--- src/rtl/react_btn_deb_pkg.sv ---
// ----------------------------------------------------------------------------
// react_pkg
// Shared types and board constants for the reaction-tester button conditioner.
//   react_deb_state_t : debounce FSM states
//   REACT_CLK_HZ      : board clock frequency
//   REACT_DEB_CYCLES  : default debounce qualification time (20 ms at 50 MHz)
//   REACT_LONG_CYCLES : default long-press time (2 s at 50 MHz)
//   REACT_CNT_W       : default counter width, holds both cycle counts minus one
// ----------------------------------------------------------------------------
package react_pkg;

  localparam int REACT_CLK_HZ      = 50_000_000;
  localparam int REACT_DEB_CYCLES  = 1_000_000;
  localparam int REACT_LONG_CYCLES = 100_000_000;
  localparam int REACT_CNT_W       = 27;

  typedef enum logic [1:0] {
    S_IDLE,       // stable released
    S_PRESS_CHK,  // qualifying a press
    S_HELD,       // stable pressed
    S_REL_CHK     // qualifying a release
  } react_deb_state_t;

endpackage

--- src/rtl/react_btn_deb_if.sv ---
// ----------------------------------------------------------------------------
// react_btn_deb_if
// Button-side bundle between the raw pin source and the debounced outputs.
//   btn       : raw asynchronous push-button, 1 = pressed
//   btn_level : debounced level, 1 = pressed
//   btn_rise  : one-cycle strobe on accepted press
//   btn_fall  : one-cycle strobe on accepted release
//   btn_long  : one-cycle strobe after a long accepted press
// master drives the raw pin and consumes the conditioned outputs;
// slave is the conditioner itself.
// ----------------------------------------------------------------------------
interface react_btn_deb_if;

  logic btn;
  logic btn_level;
  logic btn_rise;
  logic btn_fall;
  logic btn_long;

  modport master (
    output btn,
    input  btn_level, btn_rise, btn_fall, btn_long
  );

  modport slave (
    input  btn,
    output btn_level, btn_rise, btn_fall, btn_long
  );

endinterface

--- src/rtl/react_sync2.sv ---
// ----------------------------------------------------------------------------
// react_sync2
// Generic two-flop synchroniser for asynchronous board inputs.
//   clk : system clock
//   rst : synchronous active-high reset, clears both stages
//   d   : asynchronous input
//   q   : synchronised output, two clocks behind d
// ----------------------------------------------------------------------------
module react_sync2 (
  input  logic clk,
  input  logic rst,
  input  logic d,
  output logic q
);

  logic s1;

  // NOTE: sequential state uses non-blocking assignments so every flop
  // samples the pre-edge value of its neighbour; blocking here would
  // collapse the chain into a single stage.
  always_ff @(posedge clk) begin
    if (rst) begin
      s1 <= 1'b0;
      q  <= 1'b0;
    end else begin
      s1 <= d;
      q  <= s1;
    end
  end

endmodule

--- src/rtl/react_btn_deb.sv ---
// ----------------------------------------------------------------------------
// react_btn_deb
// Push-button conditioner: synchronises the raw BTN0 pin, rejects contact
// bounce, and produces a clean level plus single-cycle rise/fall strobes.
// A change is accepted only after the synchronised input has been stable for
// DEB_CYCLES clocks; any glitch restarts qualification from zero.
//
// Ports:
//   clk : system clock
//   rst : synchronous active-high reset
//   bus : react_btn_deb_if.slave (btn in; btn_level/rise/fall/long out)
//
// Optional feature, macro REACT_BTN_LONGPRESS_EN:
//   defined   - btn_long pulses once per press, LONG_CYCLES clocks after
//               btn_rise ("clear best time / restart" command)
//   undefined - btn_long is tied to 0 and no hold counter is built
// ----------------------------------------------------------------------------
module react_btn_deb
  import react_pkg::*;
#(
  parameter int DEB_CYCLES  = REACT_DEB_CYCLES,
  parameter int LONG_CYCLES = REACT_LONG_CYCLES,
  parameter int CNT_W       = REACT_CNT_W
) (
  input  logic            clk,
  input  logic            rst,
  react_btn_deb_if.slave  bus
);

  localparam logic [CNT_W-1:0] DEB_LAST = CNT_W'(DEB_CYCLES - 1);

  logic s2;

  react_sync2 u_sync (
    .clk (clk),
    .rst (rst),
    .d   (bus.btn),
    .q   (s2)
  );

  react_deb_state_t state, state_d;
  logic [CNT_W-1:0] deb_cnt, deb_cnt_d;
  logic             level_q, level_d;
  logic             rise_q, rise_d;
  logic             fall_q, fall_d;

  // NOTE: every signal written here gets a default first, so no path leaves
  // it unassigned and no latch is inferred; strobes default to 0 which also
  // makes them exactly one cycle wide.
  always_comb begin
    state_d   = state;
    deb_cnt_d = deb_cnt;
    level_d   = level_q;
    rise_d    = 1'b0;
    fall_d    = 1'b0;
    unique case (state)
      S_IDLE: begin
        if (s2) begin
          state_d   = S_PRESS_CHK;
          deb_cnt_d = '0;
        end
      end
      S_PRESS_CHK: begin
        if (!s2) begin
          state_d = S_IDLE;                 // bounce, drop the candidate press
        end else if (deb_cnt == DEB_LAST) begin
          state_d = S_HELD;
          level_d = 1'b1;
          rise_d  = 1'b1;
        end else begin
          deb_cnt_d = deb_cnt + 1'b1;       // bounded by the compare above
        end
      end
      S_HELD: begin
        if (!s2) begin
          state_d   = S_REL_CHK;
          deb_cnt_d = '0;
        end
      end
      S_REL_CHK: begin
        if (s2) begin
          state_d = S_HELD;                 // bounce, level stays pressed
        end else if (deb_cnt == DEB_LAST) begin
          state_d = S_IDLE;
          level_d = 1'b0;
          fall_d  = 1'b1;
        end else begin
          deb_cnt_d = deb_cnt + 1'b1;
        end
      end
      default: state_d = S_IDLE;
    endcase
  end

  always_ff @(posedge clk) begin
    if (rst) begin
      state   <= S_IDLE;
      deb_cnt <= '0;
      level_q <= 1'b0;
      rise_q  <= 1'b0;
      fall_q  <= 1'b0;
    end else begin
      state   <= state_d;
      deb_cnt <= deb_cnt_d;
      level_q <= level_d;
      rise_q  <= rise_d;
      fall_q  <= fall_d;
    end
  end

  assign bus.btn_level = level_q;
  assign bus.btn_rise  = rise_q;
  assign bus.btn_fall  = fall_q;

`ifdef REACT_BTN_LONGPRESS_EN
  localparam logic [CNT_W-1:0] LONG_LAST = CNT_W'(LONG_CYCLES - 1);

  logic [CNT_W-1:0] hold_cnt;
  logic             fired;
  logic             long_q;

  // hold_cnt counts clocks of accepted press (btn_level=1) and saturates at
  // LONG_LAST; fired keeps btn_long to a single pulse per press.
  always_ff @(posedge clk) begin
    if (rst) begin
      hold_cnt <= '0;
      fired    <= 1'b0;
      long_q   <= 1'b0;
    end else begin
      long_q <= 1'b0;
      if (fall_d) begin
        hold_cnt <= '0;
        fired    <= 1'b0;
      end else if (rise_d) begin
        hold_cnt <= '0;
      end else if (level_q) begin
        if (hold_cnt == LONG_LAST) begin
          if (!fired) begin
            long_q <= 1'b1;
            fired  <= 1'b1;
          end
        end else begin
          hold_cnt <= hold_cnt + 1'b1;
        end
      end
    end
  end

  assign bus.btn_long = long_q;
`else
  assign bus.btn_long = 1'b0;
`endif

endmodule

--- src/flat_wrapper.sv ---
// flat-port wrapper written by rule: the top's interface ports become plain ports
module react_btn_deb_flat import react_pkg::*;
#(
  parameter int DEB_CYCLES  = REACT_DEB_CYCLES,
  parameter int LONG_CYCLES = REACT_LONG_CYCLES,
  parameter int CNT_W       = REACT_CNT_W
)
  (clk, rst, bus_btn, bus_btn_level, bus_btn_rise, bus_btn_fall, bus_btn_long);
  react_btn_deb_if bus_i ();
  input  logic clk;
  input  logic rst;
  input wire logic [$bits(bus_i.btn)-1:0] bus_btn;
  output wire logic [$bits(bus_i.btn_level)-1:0] bus_btn_level;
  output wire logic [$bits(bus_i.btn_rise)-1:0] bus_btn_rise;
  output wire logic [$bits(bus_i.btn_fall)-1:0] bus_btn_fall;
  output wire logic [$bits(bus_i.btn_long)-1:0] bus_btn_long;
  assign bus_i.btn = bus_btn;
  assign bus_btn_level = bus_i.btn_level;
  assign bus_btn_rise = bus_i.btn_rise;
  assign bus_btn_fall = bus_i.btn_fall;
  assign bus_btn_long = bus_i.btn_long;
  react_btn_deb #(.DEB_CYCLES(DEB_CYCLES), .LONG_CYCLES(LONG_CYCLES), .CNT_W(CNT_W)) u_core (.clk(clk), .rst(rst), .bus(bus_i));
endmodule
--- config.mk ---
export PLATFORM = sky130hd
export DESIGN_NAME = react_btn_deb_flat
export DESIGN_NICKNAME = d
export VERILOG_FILES = /design/src/rtl/react_btn_deb_pkg.sv /design/src/rtl/react_btn_deb_if.sv /design/src/rtl/react_sync2.sv /design/src/rtl/react_btn_deb.sv /design/src/flat_wrapper.sv
export SDC_FILE = /design/constraint.sdc
export NUM_CORES = 1
export LEC_CHECK = 0
export CORE_UTILIZATION = 26
export CTS_CLUSTER_SIZE = 10
export DETAILED_ROUTE_END_ITERATION = 12
export HOLD_SLACK_MARGIN = 0.03
export SLEW_MARGIN = 10
export SYNTH_ARGS = -nofsm -noshare
export SYNTH_HDL_FRONTEND = slang
export SYNTH_SLANG_ARGS = --single-unit
--- constraint.sdc ---
create_clock -name clk -period 3.3 [get_ports clk]
set_input_delay 0.66 -clock clk [delete_from_list [all_inputs] [get_ports clk]]
set_output_delay 0.66 -clock clk [all_outputs]
set_load 0.01 [all_outputs]
After elaboration in Yosys (flattened, before gate mapping)
Cells that the tools add are included.
- memory bits (writable): 0
- memory bits (read-only): 0
- bits in registers: 34
- output and inout port bits: 4
- latch bits: 0
- input port bits: 3
- memories kept: 0
- mux-type cells: 19
- equality and inequality tests: 12
- reduce and logical (&&, ||, !) cells: 7
- multipliers: 0
- shift-type cells: 0
- add/subtract/negate cells: 1
- bitwise gates (word level): 3
- divide/modulo/power cells: 0
- magnitude comparators: 0
- operators by type and width (kind ; number):
    27-bit 2-to-1 mux ; 5
    27-bit one-hot mux with 4 select lines ; 1
    27-bit by 1-bit adder with 27-bit output, second input constant ; 1
    27-bit by 20-bit == test with 1-bit output, second input constant ; 1
    2-bit 2-to-1 mux ; 6
    2-bit inequality test, second input constant ; 4
    2-bit one-hot mux with 4 select lines ; 1
    4-bit AND reduction ; 2
    3-bit by 2-bit inequality test with 1-bit output, second input constant ; 2
    3-bit OR reduction ; 2
    1-bit 2-to-1 mux ; 5
    5-bit AND reduction ; 1
    2-bit == test, second input constant ; 2
    2-bit by 1-bit inequality test with 1-bit output, second input constant ; 2
    1-bit inverter ; 3
    2-bit by 1-bit == test with 1-bit output, second input constant ; 1
    2-bit logical NOT ; 1
    1-bit one-hot mux with 2 select lines ; 1
    2-bit nonzero test ; 1

Logic depth before layout (Yosys ltp)
- depth after elaboration: 4
- depth in mapped cells: 8

Modules after synthesis
From an unflattened synthesis, not the netlist that was laid out.
- cell total of the unflattened synthesis: 218
- area total of the unflattened synthesis: 1809.2 µm²
- by module, submodules not included (module ; sequential area each (µm²) ; area an instance (µm²) ; cells an instance ; times used):
    react_btn_deb ; 640.6 ; 1756.7 ; 214 ; 1
    react_sync2 ; 40.0 ; 52.6 ; 4 ; 1

Least setup slack after synthesis
OpenSTA, ideal clock, no wires.
- path type: register to register
- from: reg u_core.deb_cnt[0]
- to: reg u_core.deb_cnt[9]
- buffers on the path: 2
- cell stages (with the launch flop): 8
- clock period less this slack: 2.012 ns
- setup slack: 1.288 ns
- arrival time: 1.942 ns
- required time: 3.230 ns
- path through: dfxtp_1 -> ha_1 -> and4_1 -> clkbuf_1 -> a41o_1 -> buf_2 -> or4_1 -> a21oi_1
- longest elaborated chain between the ends: 4
- elaborated cells on any way between the ends: 6
- ends and longest elaborated chain (what ; RTL line ; text):
    start, declared ; react_btn_deb.sv:42 ; logic [CNT_W-1:0] deb_cnt, deb_cnt_d;
    start signal, assigned ; react_btn_deb.sv:104 ; deb_cnt <= deb_cnt_d;
    27-bit by 1-bit adder with 27-bit output or 27-bit by 20-bit == test with 1-bit output (tied branches) ; n/a ;
    27-bit 2-to-1 mux * ; react_btn_deb.sv:66, react_btn_deb.sv:83 ;
    27-bit 2-to-1 mux, on equally long branches ; react_btn_deb.sv:81, react_btn_deb.sv:64 ;
    27-bit one-hot mux with 4 select lines * ; react_btn_deb.sv:56 ; unique case (state)
Every way passes the cells marked *; elsewhere a longest branch is shown, timed or not. The select of a mux whose other input is x is not followed.
A chain may end at the register's enable or synchronous reset.

Worst setup path after layout
- from: reg u_core.deb_cnt[0]
- to: reg u_core.deb_cnt[6]
The elaborated chain is that of the path after synthesis.

==> impl_metrics.csv <==
group,metric,value,unit
route,vias,1590,
setup_path,worstSetupPathType,"reg2reg",
route,wl,3990,um
route,dr.pass1.iters,4,
setup_path,rr_endpoint,"u_core.deb_cnt[6]$_SDFFE_PP0P_",
floorplan,core_area,6760,um^2
yosys,synth_fp_nets,219,
setup_path,max_stage_delay,0.63,ns
clocking,clk_latency,0.29,ns
route,drc,0,
yosys,synth_top_area_frac,0.375,
setup_path,cp.depth,6,
placement,place_area,1920,um^2
setup_path,cp_max_fo,31,
pwr,p_leak,0.644,nW
clocking,postCtsSetupBuffers,0,
setup_path,arrival,2.51,ns
setup_path,path_buf_inv,1,
final_layout,area_growth,11.0,%
route,wire_per_inst,13.4,um
timing,skew,0.00569,ns
status,status,"completed",
final_layout,final_design_area_no_fill,2010,um^2
hold_path,min_path_cells,1,
clocking,cts-resized-gates,0,
route,drtIter0Drc,87,
yosys,synth_cell_types,42,
placement,dp_slack,1.03,ns
placement,post-dp-hpwl,2720,um
route,viasPerCell,5.35,
setup_path,start_kind,"register",
placement,gp_congestion,0.879,
hold_path,hold_end,"u_core.u_sync.q$_SDFF_PP0_",
timing,layout_min_cycle_time,2.30,ns
setup_path,worst_path_max_delay_cell,"or4b_2",
yosys,yosysSeqAreaShare,0.375,
final_layout,drive_above_1_share,0.106,
floorplan,dieArea,7320,um^2
timing,drv_slew,0,
final_layout,final_util,0.298,
global_routing,grt_max_degree,32,
yosys,synth_common_cells,"dfxtp_1, nor2_1, nand2_1",
floorplan,initial_core_util,0.269,
yosys,synth_area,1820,um^2
timing,fin_ws,1.00,ns
yosys,yosysWarningCount,0,
yosys,synth_top_cell_by_area,"dfxtp_1",
floorplan,die_h,85.6,um
clocking,clkSinkCount,34,
global_routing,grt_usage,0.118,
global_routing,antenna_found_initial,0,
yosys,syn_inst,215,
clocking,cts_hold_buffers,0,
final_layout,nets,220,
timing,hold_viol,0,
placement,portBuffers,5,
timing,timing.hold.ws,0.438,ns
yosys,avgSynthCellArea,8.44,um^2
clocking,clk_path_buf_depth,2,
setup_path,reg2reg_setup_slack,1.0,ns
clocking,htreeDepth,2,
hold_path,hold_start,"u_core.u_sync.s1$_SDFF_PP0_",
setup_path,rr_worst_depth,6,
timing,setup_tns,0,ns
floorplan,io_pins,7,
clocking,clock-root-buffer,"clkbuf_8",
pwr,peakVddDrop,244,uV
setup_path,crit_start,"u_core.deb_cnt[0]$_SDFFE_PP0P_",
timing,rsz0062_at_grt,"false",
flow_run,max_cap_violations,0,
global_routing,grt_pass1_vias,1501,
timing,max_freq,0.435,GHz
pwr,power_density,382,nW/um^2
clocking,cts_made_buffers,5,
setup_path,crit_path_end_kind,"register",
global_routing,gr-total-overflow,0,
setup_path,timing.rr.start,"u_core.deb_cnt[0]$_SDFFE_PP0P_",
setup_path,crit_family,"simple AND/OR/NAND/NOR gates",
clocking,cts_tree,"done",
floorplan,die_w,85.6,um
timing,setup_viol,0,
setup_path,cp.required,3.51,ns
yosys,synth_seq_cells,34,
timing,period_share,0.697,
hold_path,min_path_type,"reg2reg",
clocking,clkTransAtPathRegs,0.07,ns
setup_path,path_cells,"ha_1, and4_1, a41o_1, buf_4, or4b_2, a31oi_1",
yosys,synthFlopType,"dfxtp_1",
final_layout,n_antenna_cell,0,
floorplan,rows,30,
yosys,yosysMostFrequentCell,"dfxtp_1",
yosys,synth_edf_count,0,
route,ant_nets,0,
global_routing,grt_pass1_wl,6980,um
yosys,async_reset_ff_frac,0,
yosys,synthTopCellsByArea,"dfxtp_1, nor2_1, nand4_1",
## worst max-delay path by stage
stage                                           to  slack (ns)
global placement    u_core.deb_cnt[6]$_SDFFE_PP0P_        1.10
floorplan           u_core.deb_cnt[9]$_SDFFE_PP0P_        1.29
global route        u_core.deb_cnt[6]$_SDFFE_PP0P_        0.88
finish              u_core.deb_cnt[6]$_SDFFE_PP0P_         1.0
detailed placement  u_core.deb_cnt[6]$_SDFFE_PP0P_        1.03
CTS                 u_core.deb_cnt[6]$_SDFFE_PP0P_        1.01
## per-stage QoR
stage               cells  total power [mW]
finish                297             0.770
detailed placement    289             0.458
global placement      289             0.458
global route          297             0.794
floorplan             215             0.446
CTS                   297             0.780
## where the power goes
group / switching (mW) / leakage [nW] / internal, mW
Combinational: 0.0201 / 0.321 / 0.0121
Clock: 0.153 / 0.0482 / 0.168
Sequential: 0.00251 / 0.274 / 0.413
Total: 0.176 / 0.644 / 0.594
## placed cells by master, fill, tap and decap left out, types with 6 or more instances in the layout
master    count
a21oi_1      12
nor3_1        9
nor2_1       22
dfxtp_1      34
o31ai_1       7
nand4_1      12
nand3_1      11
xnor2_1       6
a22oi_1       7
nand2_1      13
or4_1         7
clkbuf_8      6
## area by class of cell
| class | count | area (um^2) |
|---|---|---|
| Tap cell | 80 | 100 |
| Fill cell | 731 | 4740 |
| Multi-Input combinational cell | 164 | 1050 |
| Inverter | 1 | 3.75 |
| Clock inverter | 1 | 5.00 |
| Sequential cell | 34 | 681 |
| Timing Repair Buffer | 10 | 87.6 |
| Clock buffer | 7 | 86.3 |
## metal layers
metal | wire (um) | GRT usage
met3 | 159 | 0.0231
met2 | 1810 | 0.191
met4 | 74 | 0.0470
met5 | 0 | 0
met1 | 1940 | 0.156
## registers in the layout, summed over array words and instances (netlist names), named ones only
| signal | flops |
|---|---|
| u_core.bus.btn_fall | 1 |
| u_core.bus.btn_level | 1 |
| u_core.bus.btn_rise | 1 |
| u_core.deb_cnt | 27 |
| u_core.state | 1 |
| u_core.u_sync.q | 1 |
| u_core.u_sync.s1 | 1 |
## logic make-up (layout without fill, tap and decap cells)
kind of cell,count (synthesis),after routing,synth area share
AO/OA/AOI/OAI,36,36,0.128
flip-flops,34,34,0.375
buffers and inverters,17,19,0.0462
multiplexers,8,8,0.0469
adder cells (fa/ha/maj),1,1,0.00689
XOR/XNOR,9,9,0.0434
other,1,1,0.00207
AND/OR/NAND/NOR,109,109,0.351
(Power assumes the default switching activity.)
